<file path="config.mk">
export PLATFORM = sky130hd
export DESIGN_NAME = sync_fifo_wr_arbiter
export DESIGN_NICKNAME = d
export VERILOG_FILES = /design/src/rtl/sync_fifo_wr_arbiter.sv
export SDC_FILE = /design/constraint.sdc
export NUM_CORES = 1
export LEC_CHECK = 0
export BUFFER_PORTS_ARGS = -buffer_cell sky130_fd_sc_hd__buf_4
export CORE_ASPECT_RATIO = 1.25
export CORE_MARGIN = 2
export CORE_UTILIZATION = 37
export DETAILED_ROUTE_END_ITERATION = 10
export PLACE_DENSITY_LB_ADDON = 0.25
export SYNTH_ARGS = -nofsm -noshare
export SYNTH_HDL_FRONTEND = slang
export SYNTH_SLANG_ARGS = --single-unit
</file>
<file path="constraint.sdc">
create_clock -name clk_i -period 2.1 [get_ports clk_i]
set_input_delay 0.21 -clock clk_i [delete_from_list [all_inputs] [get_ports clk_i]]
set_output_delay 0.21 -clock clk_i [all_outputs]
set_load 0.1 [all_outputs]
</file>
<file path="src/rtl/sync_fifo_wr_arbiter.sv">
// sync_fifo_wr_arbiter
//   Round-robin arbiter that shares the single write port of a synchronous
//   FIFO between NUM_REQ valid/ready producers. A winner holds the port for
//   up to MAX_BURST words, or until it drops valid. Every grant is followed
//   by one idle arbitration cycle.
//
// Ports
//   clk_i          clock, rising edge
//   reset_i        asynchronous active-high reset
//   req_valid_i    per-producer valid
//   req_data_i     per-producer word, producer i at [i*DATA_WIDTH +: DATA_WIDTH]
//   req_ready_o    per-producer ready (one-hot or zero)
//   fifo_full_i    FIFO full flag
//   fifo_write_o   FIFO write strobe
//   fifo_data_o    FIFO write data (zero when idle)
//   grant_valid_o  a grant is active
//   grant_id_o     granted producer index (holds its value when idle)
//   burst_cnt_o    transfers completed in the current grant
module sync_fifo_wr_arbiter #(
  parameter int NUM_REQ    = 4,
  parameter int DATA_WIDTH = 16,
  parameter int MAX_BURST  = 4,
  parameter int GID_W      = $clog2(NUM_REQ)
) (
  input  logic                             clk_i,
  input  logic                             reset_i,
  input  logic [NUM_REQ-1:0]               req_valid_i,
  input  logic [NUM_REQ*DATA_WIDTH-1:0]    req_data_i,
  output logic [NUM_REQ-1:0]               req_ready_o,
  input  logic                             fifo_full_i,
  output logic                             fifo_write_o,
  output logic [DATA_WIDTH-1:0]            fifo_data_o,
  output logic                             grant_valid_o,
  output logic [GID_W-1:0]                 grant_id_o,
  output logic [3:0]                       burst_cnt_o
);

  typedef enum logic {IDLE = 1'b0, GRANT = 1'b1} state_t;

  state_t                 state_q, state_d;
  logic [GID_W-1:0]       grant_id_q, grant_id_d;
  logic [GID_W-1:0]       last_id_q, last_id_d;
  logic [3:0]             burst_cnt_q, burst_cnt_d;

  logic [NUM_REQ-1:0][DATA_WIDTH-1:0] data_arr;
  logic                   win_found;
  logic [GID_W-1:0]       win_id;
  logic [GID_W-1:0]       cand;
  logic                   xfer;
  logic [3:0]             cnt_inc;

  assign data_arr = req_data_i;

  // Search starts just above the last winner, so the last winner is checked
  // last. Scanning k downward lets the nearest candidate overwrite farther ones.
  always_comb begin
    win_found = 1'b0;
    win_id    = '0;
    cand      = '0;
    for (int k = NUM_REQ; k >= 1; k--) begin
      cand = GID_W'((int'(last_id_q) + k) % NUM_REQ);
      if (req_valid_i[cand]) begin
        win_found = 1'b1;
        win_id    = cand;
      end
    end
  end

  assign cnt_inc = burst_cnt_q + 4'd1;

  always_comb begin
    state_d      = state_q;
    grant_id_d   = grant_id_q;
    last_id_d    = last_id_q;
    burst_cnt_d  = burst_cnt_q;
    req_ready_o  = '0;
    fifo_write_o = 1'b0;
    fifo_data_o  = '0;
    xfer         = 1'b0;
    unique case (state_q)
      IDLE: begin
        if (win_found) begin
          state_d     = GRANT;
          grant_id_d  = win_id;
          last_id_d   = win_id;
          burst_cnt_d = '0;
        end
      end
      GRANT: begin
        req_ready_o[grant_id_q] = !fifo_full_i;
        xfer                    = req_valid_i[grant_id_q] && !fifo_full_i;
        fifo_write_o            = xfer;
        fifo_data_o             = data_arr[grant_id_q];
        if (xfer) begin
          burst_cnt_d = cnt_inc;
          if (cnt_inc == 4'(MAX_BURST)) state_d = IDLE;
        end else if (!req_valid_i[grant_id_q]) begin
          // Producer ran dry: forfeit so others are not blocked.
          state_d = IDLE;
        end
        // Valid but FIFO full: hold grant and count with no timeout.
      end
      default: state_d = IDLE;
    endcase
  end

  always_ff @(posedge clk_i or posedge reset_i) begin
    if (reset_i) begin
      state_q     <= IDLE;
      grant_id_q  <= '0;
      last_id_q   <= GID_W'(NUM_REQ - 1);
      burst_cnt_q <= '0;
    end else begin
      state_q     <= state_d;
      grant_id_q  <= grant_id_d;
      last_id_q   <= last_id_d;
      burst_cnt_q <= burst_cnt_d;
    end
  end

  assign grant_valid_o = (state_q == GRANT);
  assign grant_id_o    = grant_id_q;
  assign burst_cnt_o   = burst_cnt_q;

endmodule

</file>
======== Yosys cells after proc, flatten, opt, wreduce, memory -nomap -nowiden ========
Index checks and enable logic that the tools add are counted.
word-level totals
  bits of input ports ..................... 71
  logic and storage cells ................. 58
  flip-flop bits (word level) ............. 9
  output and inout bits ................... 28
cells by class
  reduce and logical (&&, ||, !) cells .... 5
  mux-type cells .......................... 33
  add/subtract/negate cells ............... 5
  magnitude comparators ................... 6
  bitwise logic cells ..................... 2
  eq/ne operators ......................... 3
operators with widths
  operator             count
  $bmux 16 s2          1
  $mux 16              2
  $lt 2x3->1 const B   5
  $mux 1               15
  $mux 4               3
  $bmux 1 s2           5
  $mux 2               4
  $pmux 4 s2           1
  $add 2x1->2 const B  2
  $add 2x2->2 const B  2
  $add 4x1->4 const B  1
  $and 4x4->4          1
  $eq 4x3->1 const B   1
  $reduce_and 2->1     2
  $demux 1 s2          1
  $ge 2x1->1 const B   1
  $logic_and 1x1->1    2
  $ne 2x1->1 const B   1
  $ne 2x2->1 const B   1
  $pmux 1 s2           1
  $logic_not 1->1      1
  $not 1->1            1

======== Longest topological paths before layout ========
Gate-level depths: netlist of run 1.
  word-level depth ........................ 9
  mapped depth ............................ 5
  depth with buffers taken out ............ 4

======== Least setup slack after synthesis of run 1 ========
OpenSTA, ideal clock, no wires.
  path type ............................... flip-flop to output port
  start point ............................. reg grant_id_q[1], in the netlist grant_id_o[1]
  end point ............................... out req_ready_o[2]
  path buffers ............................ 2
  setup slack ............................. -1.001 ns
  stages on the path, launching flop included .. 5
  arrival ................................. 2.891 ns
  required time ........................... 1.890 ns
  path through ............................ dfrtp_1 buf_2 buf_2 inv_1 nor2_1
between the ends
  cells in the longest elaborated chain, start to end .. 6
  elaborated cells between the ends (all ways) .. 7
  those cells by class .................... order compare (2); mux (3); bitwise (1); reduce/logical (1)
ends and longest elaborated chain
  item                                                                   RTL line  source
  start: declaration                                                     41        logic [GID_W-1:0] grant_id_q, grant_id_d;
  start signal: assignment                                               115       grant_id_q <= grant_id_d;
  $lt 2x3->1 (not written as such) / $ge 2x1->1 (equally long branches)  90        req_ready_o[grant_id_q] = !fifo_full_i;
  $logic_and 1x1->1 (not written as such)                                90
  $mux 1 (not written as such)                                           90
  $demux 1 s2 (*)                                                        90
  $and 4x4->4 (no source line) (*)                                       -
  $mux 4 (*)                                                             80        unique case (state_q)
  end: declaration                                                       29        output logic [NUM_REQ-1:0] req_ready_o,
Mark *: on every way between the ends. The rest lies on a longest branch, timed or not.

======== Worst setup path in the final report of run 1 ========
  start point ............................. reg grant_id_q[0], in the netlist grant_id_o[0]
  end point ............................... out fifo_write_o
between the ends
  cells in the longest elaborated chain, start to end .. 4
ends and longest elaborated chain
  item                          RTL line  source
  $bmux 1 s2                    91        xfer = req_valid_i[grant_id_q] && !fifo_full_i;
  $mux 1 (not written as such)  91
  $logic_and 1x1->1             91
  $mux 1                        80
  end: declaration              31        output logic fifo_write_o,
Every way passes these cells. The select of a mux whose other input is x is not followed.

==> key figures, run 1 <==
Yosys
  • Syn Area/Cell: 11.5 um^2
  • Synth top area share: 0.232
  • Synthesized instance count: 93
  • Synth warn: 0
  • Post-synthesis register bit count: 9
  • Count of different cell masters after synthesis: 36
  • Synth area leaders: mux4_2 23%, dfrtp_1 16%, mux4_1 12%
  • Most frequent cell after synthesis: and2_1
  • Top_reg_cell synth: dfrtp_1
  • Post-synth net total: 165
  • Async set-or-reset flop fraction in the synthesized netlist: 1.00
  • Syn Std Cell Area: 1070 um^2
  • EDFF count, synth: 0
  • Commonest cells in the netlist: 16 x and2_1, 11 x mux4_2, 7 x dfrtp_1
  • Post-synth top area cell: mux4_2
  • Post-synthesis sequential area ratio: 0.213

Floorplan
  • Top-level port count: 99
  • Core ar.: 2710 um^2
  • Cell Rows: 21
  • Die ar.: 3330 um^2
  • Initial Util: 0.394
  • Die Y: 64.0 um
  • Die X: 52.0 um

Timing
  • Rel. slew slack: 0.768
  • Final period util: 0.960
  • Max Slew Vio Count: 0
  • Min Hold Slack: 0.301 ns
  • Setup Skew: between 0.004 and 0.005 ns
  • Period minus WS final: approximately 2.0 ns
  • Finish-stage setup viols: 0
  • Slew @ Worst Pin: 0.348 ns
  • Peak Freq: 0.496 GHz
  • Hold Vio Cnt, Final: 0

Setup path
  • Setup crit end kind: output port
  • Worst reg-to-reg path cell count: 5
  • Required time worst endpoint: between 1.5 and 2 ns
  • Critical path, cell by cell: buf_6, or3b_4, o22ai_4, buf_12
  • Crit Path Category: flop to output port
  • Peak fanout along the critical path: 11
  • Startpoint Class: flop
  • Slowest-stage cell, CP: dfrtp_4
  • R2R setup slack: 0.23 ns
  • Reg-to-reg critical path startpoint: grant_id_o[0]
  • Worst R2R End: burst_cnt_o[2]
  • Worst endpoint data arrival time: 1.81 ns
  • Slowest stage delay, CP: 0.49 ns

Routing
  • Met3 WL post-DR: 404 um
  • Via-per-instance ratio: 5.24
  • Uppermost layer routed: met4
  • Routed length on met1: 1180 um
  • WL per Instance: between 15 and 20 um
  • Via count: 1199
  • Post-route ant nets: 0
  • WL final: 3780 um
  • Iteration-0 DRC Markers: 36
  • DR pass1 iterations: 4
  • Met2 routed WL: about 2100 um
  • DRC: 0

Final layout
  • Antenna Cells: 0
  • Share of layout cells above drive strength 1: 0.749
  • Final net count: 268
  • Area delta synth->final: 84.2%
  • Fill count: 203

Clocking
  • CTS max path bufs: 2
  • # clock sinks: 9
  • TritonCTS buffer count: 3
  • H-tree depth: 1
  • CTS root buf: clkbuf_4
  • Clock-pin transition on the worst setup and hold timing paths: 0.07 ns
  • Clock latency on the worst-skew pair: 0.26 ns
  • CTS tree: built

Hold path
  • Worst min-delay path class: input pin to flop
  • Min-Delay Path Depth: 3
  • Worst Hold End: last_id_q[0]
  • Worst min-delay path startpoint: req_valid_i[0]

Placed design
  • Dpl hpwl: approximately 3000 um
  • Final GP Congestion: 0.773
  • PortBufs: 98

Status
  • Status: finished clean

Global routing
  • Vias in the first global route: between 1000 and 1500
  • Global-route wire length before repair: 5710 um
  • Pin count of the biggest net entering global routing: 23
  • GRT Total Usage: 0.225
  • GRT Residual Overflow: 0
  • Initial antenna violation count: 0

Run
  • Max-Cap Viols: 0
-- per-stage QoR --
stage               utilization  instances  area, um^2  TNS (ns)  worst slack [ns]
finish                    0.726        229        1970         0            0.0836
global route              0.726        229        1970  -0.00103          -0.00103
CTS                       0.711        225        1920   -0.0384           -0.0379
floorplan                     -         93        1110    -0.611            -0.161
global placement          0.686        220        1860         0             0.260
detailed placement        0.686        220        1860         0             0.230
-- what timing repair did --
action	4_1_cts	5_1_grt
setup buffers	0	4
resized for setup	10	2
setup endpoints to repair	11	17
gates cloned	0	0
endpoints found under the hold margin	7	0
hold buffers	1	0
-- cell type report --
class | count | area [um^2] | area share
sequential | 9 | 241 | 0.123
clock inverter | 1 | 5.00 | 0.00255
clock buffer | 3 | 22.5 | 0.0115
tap | 34 | 42.5 | 0.0216
inverter | 5 | 18.8 | 0.00955
multi-input combinational | 73 | 806 | 0.410
timing repair buffer | 104 | 830 | 0.422
-- sequential cells by signal (all words and copies together), names as in the netlist --
name           count
grant_valid_o      1
last_id_q          2
grant_id_o         2
burst_cnt_o        4
-- layer usage --
metal / vias up / global-route usage
met5: - / 0
met4: 0 / 0.0362
met3: 4 / 0.0491
met2: 63 / 0.443
met1: 571 / 0.236
li1: 561 / -
-- critical path, delay by kind of cell (launching register included) --
family          cells  cell delay, ns
compound gates      1            0.26
buf+inv             2            0.38
flops               1            0.49
simple gates        1            0.41
-- logic make-up (layout without fill, tap and decap cells) --
family | count (synthesis) | in the layout | share of synthesized area
mux | 22 | 22 | 0.421
buf+inv | 11 | 113 | 0.0492
fa+ha+maj | 1 | 1 | 0.0117
compound gates | 14 | 14 | 0.104
flops | 9 | 9 | 0.213
simple gates | 35 | 35 | 0.192
xor+xnor | 1 | 1 | 0.00821
-- worst max-delay path by stage --
stage / startpoint / endpoint / slack, ns
finish: grant_id_o[0] / fifo_write_o / 0.08
floorplan: grant_id_o[0] / burst_cnt_o[2] / -0.16
detailed placement: grant_id_o[0] / burst_cnt_o[2] / 0.23
CTS: grant_id_o[0] / fifo_data_o[10] / -0.04
global route: grant_id_o[0] / fifo_write_o / -0.001
global placement: grant_id_o[0] / fifo_write_o / 0.26
-- layout by cell type (no fill, tap or decap), types with 2 or more instances in the layout --
master	n
and2_1	9
and2_2	7
buf_4	93
buf_6	9
clkbuf_4	3
dfrtp_1	2
dfrtp_2	2
dfrtp_4	3
dfstp_2	2
inv_1	5
mux2i_1	2
mux2i_2	2
mux4_1	4
mux4_2	12
nand2_1	3
nand2b_1	2
nor2_1	2
nor2_2	5
o21a_1	2
o21ai_0	4
Power of run 1 is left out: the tool's default activity adds up to more than one toggle a clock period on the data nets, which glitch-free logic cannot reach.
==> inputs of run 2 (changes only) <==
REMOVE_ABC_BUFFERS = 1   (was unset)
==> run 2 against run 1 <==
Design area decreased by 2.2%. Cell count decreased by 0.44%. Fmax increased by 0.59%. Highest routed layer unchanged. Worst setup slack improved by 0.012 ns. Clock skew decreased by 0.0045 ns. Worst hold slack improved by 0.022 ns. Critical path type unchanged.
==> key figures, run 2 (synthesis gave the netlist of run 1 again) <==
Placed design
  • Dpl hpwl: 2920 um (-4.2%)
  • DP Worst Slack: 0.286 ns (+0.0555 ns)
  • PortBufs: 98 (unchanged)
  • Final GP Congestion: 0.788 (+1.8%)
  • Cell Area, Placed: 1860 um^2 (+0.20%)

Clocking
  • Clock latency on the worst-skew pair: 0.25 ns (about the same)
  • Post-CTS Setup Repair Bufs: 0 (unchanged)
  • CTS tree: built
  • Clock-pin transition on the worst setup and hold timing paths: 0.06 ns (about the same)
  • TritonCTS buffer count: 3 (unchanged)
  • # clock sinks: 9 (unchanged)
  • CTS max path bufs: 2 (unchanged)
  • CTS root buf: clkbuf_4
  • H-tree depth: 1 (unchanged)

Floorplan
  • Cell Rows: 21 (unchanged)
  • Top-level port count: 99 (unchanged)
  • Die ar.: 3330 um^2 (unchanged)
  • Core ar.: 2710 um^2 (unchanged)
  • Initial Util: 0.394 (unchanged)
  • Die X: 52.0 um (unchanged)
  • Die Y: 64.0 um (unchanged)

Timing
  • Hold Vio Cnt, Final: 0 (unchanged)
  • Period minus WS final: 2.00 ns (-0.0118 ns)
  • Rel. slew slack: 0.702 (-0.0658)
  • Peak Freq: 0.499 GHz (+0.59%)
  • Final period util: 0.955 (-0.00563)
  • Max Slew Vio Count: 0 (unchanged)
  • Setup WS post-layout: 0.0954 ns (+0.0118 ns)
  • Finish-stage setup viols: 0 (unchanged)
  • Min Hold Slack: 0.322 ns (+0.0215 ns)
  • Setup Skew: 0.000407 ns (-0.00446 ns)
  • Slew @ Worst Pin: 0.447 ns (+0.0991 ns)
  • Unrepaired setup endpoints after global routing: false

Routing
  • WL final: 3500 um (-7.6%)
  • Via count: 1214 (+1.3%)
  • DRC: 0 (unchanged)
  • Iteration-0 DRC Markers: 20 (-44%)
  • DR pass1 iterations: 4 (unchanged)
  • Via-per-instance ratio: 5.32 (+1.7%)
  • WL per Instance: 15.3 um (-7.2%)
  • Post-route ant nets: 0 (unchanged)

Global routing
  • GRT Total Usage: 0.200 (-0.0253)
  • Global-route wire length before repair: 5190 um (-9.1%)
  • GRT Residual Overflow: 0 (unchanged)
  • Initial antenna violation count: 0 (unchanged)
  • Pin count of the biggest net entering global routing: 22 (-4.3%)
  • Vias in the first global route: 1086 (-11%)

Final layout
  • Commonest non-fill, non-tap cell in the layout: buf_4
  • Fin area: 1920 um^2 (-2.2%)
  • Final net count: 267 (-0.37%)
  • Share of layout cells above drive strength 1: 0.655 (-0.0941)
  • Area delta synth->final: 80.1%
  • Most frequent cells in the layout: 99 x buf_4, 16 x and2_1, 11 x mux4_2
  • Fill count: 214 (+5.4%)
  • Multi-input logic area: 787 um^2 (-2.3%)
  • Max reg flops: 4 (unchanged)
  • Register area: 229 um^2 (-5.2%)
  • Antenna Cells: 0 (unchanged)

Run
  • Max-Cap Viols: 0 (unchanged)

Setup path
  • Peak fanout along the critical path: 9 (-2)
  • Critical path, cell by cell: buf_12, mux4_1, and2_1, buf_4
  • Required time worst endpoint: 1.89 ns (about the same)
  • Setup crit end kind: output port
  • Startpoint Class: flop
  • Slowest stage delay, CP: 0.53 ns (+0.04 ns)
  • Slowest-stage cell, CP: mux4_1
  • Crit Path Category: flop to output port
  • Worst endpoint data arrival time: 1.79 ns (-0.02 ns)

Status
  • Status: finished clean

Hold path
  • Worst min-delay path class: input pin to flop
-- run 2: cell types whose count changed in the layout (fill, tap and decap cells not counted), sizes merged --
cell	before	now
clkbuf	3	5
buf	103	101
clkinv	1	0
-- run 2: worst paths after layout --
path / from / endpoint / slack, ns / depth (start not counted)
min in group asynchronous: reset_i / burst_cnt_o[1] / 0.47 / 3
hold / removal: req_valid_i[0] / last_id_q[0] / 0.32 / 3
setup / recovery: grant_id_o[0] / fifo_data_o[11] / 0.1 / 4
hold reg to reg: burst_cnt_o[2] / burst_cnt_o[2] / 0.54 / 1
max in group asynchronous: reset_i / last_id_q[0] / 1.34 / 3
setup reg to reg: grant_id_o[0] / burst_cnt_o[2] / 0.38 / 4
-- run 2: timing repair --
action / CTS / global route
hold endpoints to repair: 7 / 0
hold buffers: 1 / 0
endpoints found under the setup margin: 0 / 7
resized for setup: 0 / 1
-- run 2: stage by stage --
| step | setup TNS (ns) | util | std cells |
|---|---|---|---|
| after global placement | 0 | 0.687 | 222 |
| after detailed placement | 0 | 0.687 | 222 |
| after global routing | 0 | 0.710 | 228 |
| after CTS | 0 | 0.700 | 227 |
| final | 0 | 0.710 | 228 |
| after floorplan | -20.97 | - | 87 |
-- run 2: final cells by class --
| class | instances | share of cell area |
|---|---|---|
| clock buffer | 4 | 0.0137 |
| timing repair buffer | 103 | 0.426 |
| inverter | 5 | 0.00977 |
| sequential | 9 | 0.119 |
| multi-input combinational | 73 | 0.410 |
| tap | 34 | 0.0221 |
-- run 2: layer usage --
| layer | global-route usage | vias up | routed length (um) |
|---|---|---|---|
| li1 | - | 561 | - |
| met1 | 0.224 | 586 | 1250 |
| met2 | 0.386 | 65 | 1840 |
| met3 | 0.0397 | 2 | 381 |
| met4 | 0.0197 | 0 | 19 |
| met5 | 0 | - | 0 |
-- run 2: critical path, delay by kind of cell (launching register included) --
kind / cells / cell delay, ns
buffers and inverters: 2 / 0.39
DFF: 1 / 0.45
muxes: 1 / 0.53
and+or+nand+nor: 1 / 0.17
Power of run 2 is left out for the same reason.
